[src/rtl/team_09_fpga_io.sv]
// rtl/team_09_fpga_io.sv - pushbutton sync/debounce/edge and seven-segment display register
// Optional feature macro: TEAM_09_PB_TOGGLE_EN (pb_level carries per-button toggle state)
module team_09_fpga_io #(
    parameter int          NUM_PB          = 21,
    parameter logic [15:0] DEBOUNCE_CYCLES = 16'd50000,
    parameter int          NUM_DIGITS      = 8
) (
    input  logic                      clk,
    input  logic                      nrst,
    input  logic [NUM_PB-1:0]         pb_raw,
    output logic [NUM_PB-1:0]         pb_level,
    output logic [NUM_PB-1:0]         pb_rise,
    input  logic [4*NUM_DIGITS-1:0]   disp_value,
    input  logic [NUM_DIGITS-1:0]     disp_dp,
    input  logic [NUM_DIGITS-1:0]     disp_blank,
    input  logic                      disp_load,
    output logic [8*NUM_DIGITS-1:0]   ss
);

    localparam int             CW      = $clog2(DEBOUNCE_CYCLES);
    localparam logic [CW-1:0]  CNT_MAX = CW'(DEBOUNCE_CYCLES - 16'd1);

    logic [NUM_PB-1:0] s1;
    logic [NUM_PB-1:0] s2;
    logic [NUM_PB-1:0] stable;
    logic [NUM_PB-1:0] accept;
    logic [NUM_PB-1:0] rise_next;
    logic [NUM_PB-1:0] rise_q;
    logic [CW-1:0]     cnt [NUM_PB];
    logic [8*NUM_DIGITS-1:0] ss_q;

    function automatic logic [6:0] hex7(input logic [3:0] nib);
        logic [6:0] seg;
        case (nib)
            4'h0: seg = 7'h3F;
            4'h1: seg = 7'h06;
            4'h2: seg = 7'h5B;
            4'h3: seg = 7'h4F;
            4'h4: seg = 7'h66;
            4'h5: seg = 7'h6D;
            4'h6: seg = 7'h7D;
            4'h7: seg = 7'h07;
            4'h8: seg = 7'h7F;
            4'h9: seg = 7'h6F;
            4'hA: seg = 7'h77;
            4'hB: seg = 7'h7C;
            4'hC: seg = 7'h39;
            4'hD: seg = 7'h5E;
            4'hE: seg = 7'h79;
            default: seg = 7'h71;
        endcase
        return seg;
    endfunction

    always_ff @(posedge clk) begin
        if (!nrst) begin
            s1 <= '0;
            s2 <= '0;
        end else begin
            s1 <= pb_raw;
            s2 <= s1;
        end
    end

    // A change is accepted on the edge where its hold count has reached DEBOUNCE_CYCLES-1.
    always_comb begin
        accept    = '0;
        rise_next = '0;
        for (int i = 0; i < NUM_PB; i++) begin
            accept[i]    = (s2[i] != stable[i]) && (cnt[i] == CNT_MAX);
            rise_next[i] = accept[i] & s2[i];
        end
    end

    always_ff @(posedge clk) begin
        if (!nrst) begin
            stable <= '0;
            rise_q <= '0;
            for (int i = 0; i < NUM_PB; i++) begin
                cnt[i] <= '0;
            end
        end else begin
            rise_q <= rise_next;
            for (int i = 0; i < NUM_PB; i++) begin
                if (s2[i] == stable[i]) begin
                    cnt[i] <= '0;
                end else if (accept[i]) begin
                    stable[i] <= s2[i];
                    cnt[i]    <= '0;
                end else begin
                    cnt[i] <= cnt[i] + 1'b1;
                end
            end
        end
    end

`ifdef TEAM_09_PB_TOGGLE_EN
    logic [NUM_PB-1:0] tog;

    always_ff @(posedge clk) begin
        if (!nrst) begin
            tog <= '0;
        end else begin
            tog <= tog ^ rise_next;
        end
    end

    assign pb_level = tog;
`else
    assign pb_level = stable;
`endif

    assign pb_rise = rise_q;

    always_ff @(posedge clk) begin
        if (!nrst) begin
            ss_q <= '0;
        end else if (disp_load) begin
            for (int k = 0; k < NUM_DIGITS; k++) begin
                if (disp_blank[k]) begin
                    ss_q[8*k +: 8] <= 8'h00;
                end else begin
                    ss_q[8*k +: 8] <= {disp_dp[k], hex7(disp_value[4*k +: 4])};
                end
            end
        end
    end

    assign ss = ss_q;

endmodule

[config.mk]
export PLATFORM = sky130hd
export DESIGN_NAME = team_09_fpga_io
export DESIGN_NICKNAME = d
export VERILOG_FILES = /design/src/rtl/team_09_fpga_io.sv
export SDC_FILE = /design/constraint.sdc
export NUM_CORES = 1
export LEC_CHECK = 0
export CAP_MARGIN = 20
export CORE_MARGIN = 8
export CORE_UTILIZATION = 45
export CTS_CLUSTER_DIAMETER = 40
export DETAILED_ROUTE_END_ITERATION = 10
export GPL_TIMING_DRIVEN = 0
export HOLD_SLACK_MARGIN = 0.1
export SYNTH_ARGS = -nofsm -noshare
export SYNTH_HDL_FRONTEND = slang
export SYNTH_SLANG_ARGS = --single-unit
[constraint.sdc]
create_clock -name clk -period 4.62 [get_ports clk]
set_input_delay 0.924 -clock clk [delete_from_list [all_inputs] [get_ports clk]]
set_output_delay 0.924 -clock clk [all_outputs]
set_load 0.02 [all_outputs]
[Yosys cells after proc, flatten, opt, wreduce, memory -nomap -nowiden]
Memory sizes are Yosys's and may differ from the RTL's.
Cells that the tools add are included.
W data, S select, Z words.
Word-level totals
  bits in registers: 148
  logic and storage cells: 568
  memory bits (read-only): 896
  memories kept: 9
  memory bits (writable): 336
  bits in latches: 0
  output and inout port bits: 106
  input port bits: 72
Operators by class
  reductions and logical operators: 42
  equal/unequal tests: 63
  bitwise gates (word level): 105
  $lt $le $gt $ge: 0
  multiply operators: 0
  mux-type cells: 303
  add/sub/neg operators: 21
  divide/modulo/power cells: 0
  shift operators: 0
Memory list
  cnt: depth 21, bits a word 16, read ports 21, clocked after memory_dff 0, wr ports 21, RTL line 29  | logic [CW-1:0] cnt [NUM_PB];
  (name not given): depth 16, bits a word 7, read ports 1, clocked after memory_dff 0, wr ports 0, RTL line 34  | case (nib)
  (name not given): depth 16, bits a word 7, read ports 1, clocked after memory_dff 0, wr ports 0, RTL line 34
  (name not given): depth 16, bits a word 7, read ports 1, clocked after memory_dff 0, wr ports 0, RTL line 34
  (name not given): depth 16, bits a word 7, read ports 1, clocked after memory_dff 0, wr ports 0, RTL line 34
  (name not given): depth 16, bits a word 7, read ports 1, clocked after memory_dff 0, wr ports 0, RTL line 34
  +3 memories
Operator list (number)
  $mux W16: 63
  $add A16 B1 Y16 const B: 21
  $eq A16 B16 Y1 const B: 21
  $mux W1: 232
  $mux W8: 8
  $or A1 B1 Y1: 63
  $reduce_and A2 Y1: 21
  $and A1 B1 Y1: 21
  $eq A1 B1 Y1: 21
  $logic_and A1 B1 Y1: 21
  $ne A1 B1 Y1: 21
  $not A1 Y1: 21

[Depth between registers and ports, before layout]
  word-level depth: 8
  gate-level depth with buffers: 7
  gate-level depth less buffers: 6

[Least setup slack after synthesis]
No wires, ideal clock.
  path type: input port to flip-flop
  start point: in nrst
  end point: mem cnt[2][23] (netlist bit), data pin
  data arrival time: 1.812 ns
  stages on the path: 5
  data required time: 4.354 ns
  buffers on the path: 3
  path slack: 2.542 ns
  setup time: 0.266 ns
  cells stage by stage: clkbuf_1 -> buf_2 -> nand3_1 -> clkbuf_1 -> nor2_1
RTL lines
  from (decl): RTL line 9  | input logic nrst,
  to (decl): RTL line 29

==> results_dict.tcl <==
set metrics [dict create \
    status "complete, no violations" \
    clkTransAtPathRegs_ns 0.05 \
    fp.dieH_um 251 \
    hold_depth 1 \
    seq_area_frac_synth 0.523 \
    arrival_ns 3.35 \
    required_ns 5.14 \
    rr_worst_depth 6 \
    setup_tns_ns 0 \
    grt_start_max_net_pins 14 \
    finalCritPeriodShare 0.613 \
    synth.top_cell.area_share 0.405 \
    cts_tree "done" \
    htree_levels 3 \
    wl_per_cell_um 14.9 \
    cp_slowest_cell "clkbuf_1" \
    tightestPinTransition_ns 1.07 \
    drv_slew 0 \
    synth-edff-count 336 \
    avgSynthCellArea_um2 10.3 \
    end_kind "flop" \
    first_global_vias 18800 \
    layout_commonest_cell "nor2_1" \
    ctsHoldBuffers 0 \
    cap_viol_max_count 0 \
    final_cell_mix "nor2_1, edfxtp_1, conb_1, xnor2_1, clkdlybuf4s50_1" \
    drive_above_1_share 0.0656 \
    numClockSinks 484 \
    cts_max_path_buffers 3 \
    synth.distinct_cells 65 \
    drtIter0Drc 1053 \
    place_hpwl_um 41200 \
    io_buffers 169 \
    ctsResizeCount 0 \
    first_pass_iters 5 \
    coreArea_mm2 0.0550 \
    die-area_mm2 0.0632 \
    cts_buffers 92 \
    grt.total_usage 0.181 \
    finalHoldViolCount 0 \
    ir_drop_v 0.000282 \
    nets 3166 \
    wirelength_um 57700 \
    p_per_area_mw_per_mm2 387 \
    ys_seq_elements 484 \
    startpoint_type "input port" \
    ys.flop_type "edfxtp_1" \
    synthCells 2431 \
    antenna_left 0 \
    num_vias 19300 \
    setup_violations 0 \
    synthArstFlopShare 0 \
    fin_skew_ns 0.0155 \
    cts_root_buf "clkbuf_16" \
    relSlewSlack 0.288 \
    worst-path-max-fanout 10 \
    cp_cell_sequence "clkbuf_1 -> clkbuf_1 -> clkbuf_1 -> nand2_1 -> nor3_1" \
    dpl_cell_area_mm2 0.0289 \
    std_cell_rows 86 \
    critical_path_class "input port to flop" \
    path_common_cell "clkbuf_1" \
    max_stage_delay_ns 0.83 \
    synth_top_area_cell "edfxtp_1" \
    hold_path.class "flop to flop" \
    grt_overflow 0 \
    avgViaCountPerCell 4.99 \
    yosysWarnings 0 \
    leakage_uw 0.0118 \
    route.detailed.drc 0 \
    post_cts_buffers 0 \
    initial_core_util 0.454 \
    antenna_found_initial 6 \
    place.gp.congestion 0.861 \
    min_period_ns 2.83 \
    syn_area_mm2 0.0249 \
    fmax_mhz 353 \
    synthToLayoutAreaGrowth_pct 28.6 \
    fill_cells 4790 \
    grt_pass1_wl_um 94400 \
    synth_area_leaders "edfxtp_1, dfxtp_1, xnor2_1, nor2_1, xor2_1" \
    insertion_delay_ns 0.62 \
    die_w_um 251 \
    rsz0062_at_grt "no" \
    ios 178 \
    fin_area_mm2 0.0321 \
]
-- sequential cells by signal, summed over array words and instances, names as in the netlist --
signal,count
s1,21
s2,21
pb_rise,21
ss,64
pb_level,21
cnt,336
-- metrics by stage --
stage / hold WS (ns) / util / setup WS (ns) / total power (uW) / cells
after floorplan: 0.412 / - / 2.54 / 5500 / 2766
after global placement: 0.415 / 0.524 / 0.972 / 5780 / 3683
after detailed placement: 0.421 / 0.525 / 1.08 / 5800 / 3687
after CTS: 0.432 / 0.583 / 1.72 / 12600 / 3860
after global routing: 0.447 / 0.583 / 1.70 / 12900 / 3861
final: 0.433 / 0.583 / 1.79 / 12400 / 3863
-- synth_stat cells, types with 8 or more instances --
cell type	count
nand2_1	135
edfxtp_1	336
nor2_1	443
mux2i_1	27
nand2b_1	13
nand4_1	98
o21ai_0	29
a211o_1	14
a2bb2oi_1	8
and4_1	13
dfxtp_1	148
and3_1	35
nor4b_1	13
nand3_1	125
inv_1	111
nand4b_1	9
or4_1	13
nor3_1	87
a21oi_1	41
xor2_1	90
a22oi_1	8
nor2b_1	25
and2_1	54
xnor2_1	215
a211oi_1	8
or3_1	8
nor4_1	77
mux4_2	8
nor4bb_1	22
clkbuf_1	59
ha_1	61
-- layout make-up --
cell class | instances | area, um^2 | area share
clock inverter | 72 | 787 | 0.0245
multi-input combinational | 2095 | 12400 | 0.386
tap | 748 | 936 | 0.0292
sequential | 484 | 13100 | 0.407
timing repair buffer | 173 | 1750 | 0.0546
inverter | 112 | 420 | 0.0131
clock buffer | 101 | 2400 | 0.0747
buffer | 75 | 340 | 0.0106
antenna | 3 | 7.51 | 0.000234
-- report_power, final --
part           leakage (uW)  switching [uW]  internal, uW
logic               0.00558             418           321
clock network       0.00150            2420          4270
registers           0.00468             175          4820
total                0.0118            3010          9410
-- final timing paths --
kind | startpoint | endpoint | slack, ns
setup / recovery | nrst | pb_rise[12]$_SDFF_PN0_ | 1.79
hold / removal | s1[0]$_SDFF_PN0_ | s2[0]$_SDFF_PN0_ | 0.43
setup reg to reg | cnt[2][16]$_SDFFCE_PN0P_ | cnt[2][29]$_SDFFCE_PN0P_ | 2.22
hold reg to reg | s1[0]$_SDFF_PN0_ | s2[0]$_SDFF_PN0_ | 0.43
-- worst max-delay path: cells and delay by family --
kind | cells | cell delay, ns
buffers and inverters | 3 | 2.04
AND/OR/NAND/NOR | 2 | 0.37
-- kinds of logic after synthesis --
kind of cell	synth area share
AO/OA/AOI/OAI	0.0427
XOR/XNOR	0.107
adder cells (fa/ha/maj)	0.0306
buffers and inverters	0.0305
flip-flops	0.523
multiplexers	0.0181
other	0.000150
AND/OR/NAND/NOR	0.247
-- layer usage --
metal,global-route usage,wire [um]
met5,0,13
met2,0.302,27300
met3,0.0496,3810
met1,0.226,25200
met4,0.0594,1410
No activity file was read; power rests on OpenSTA's default activity.
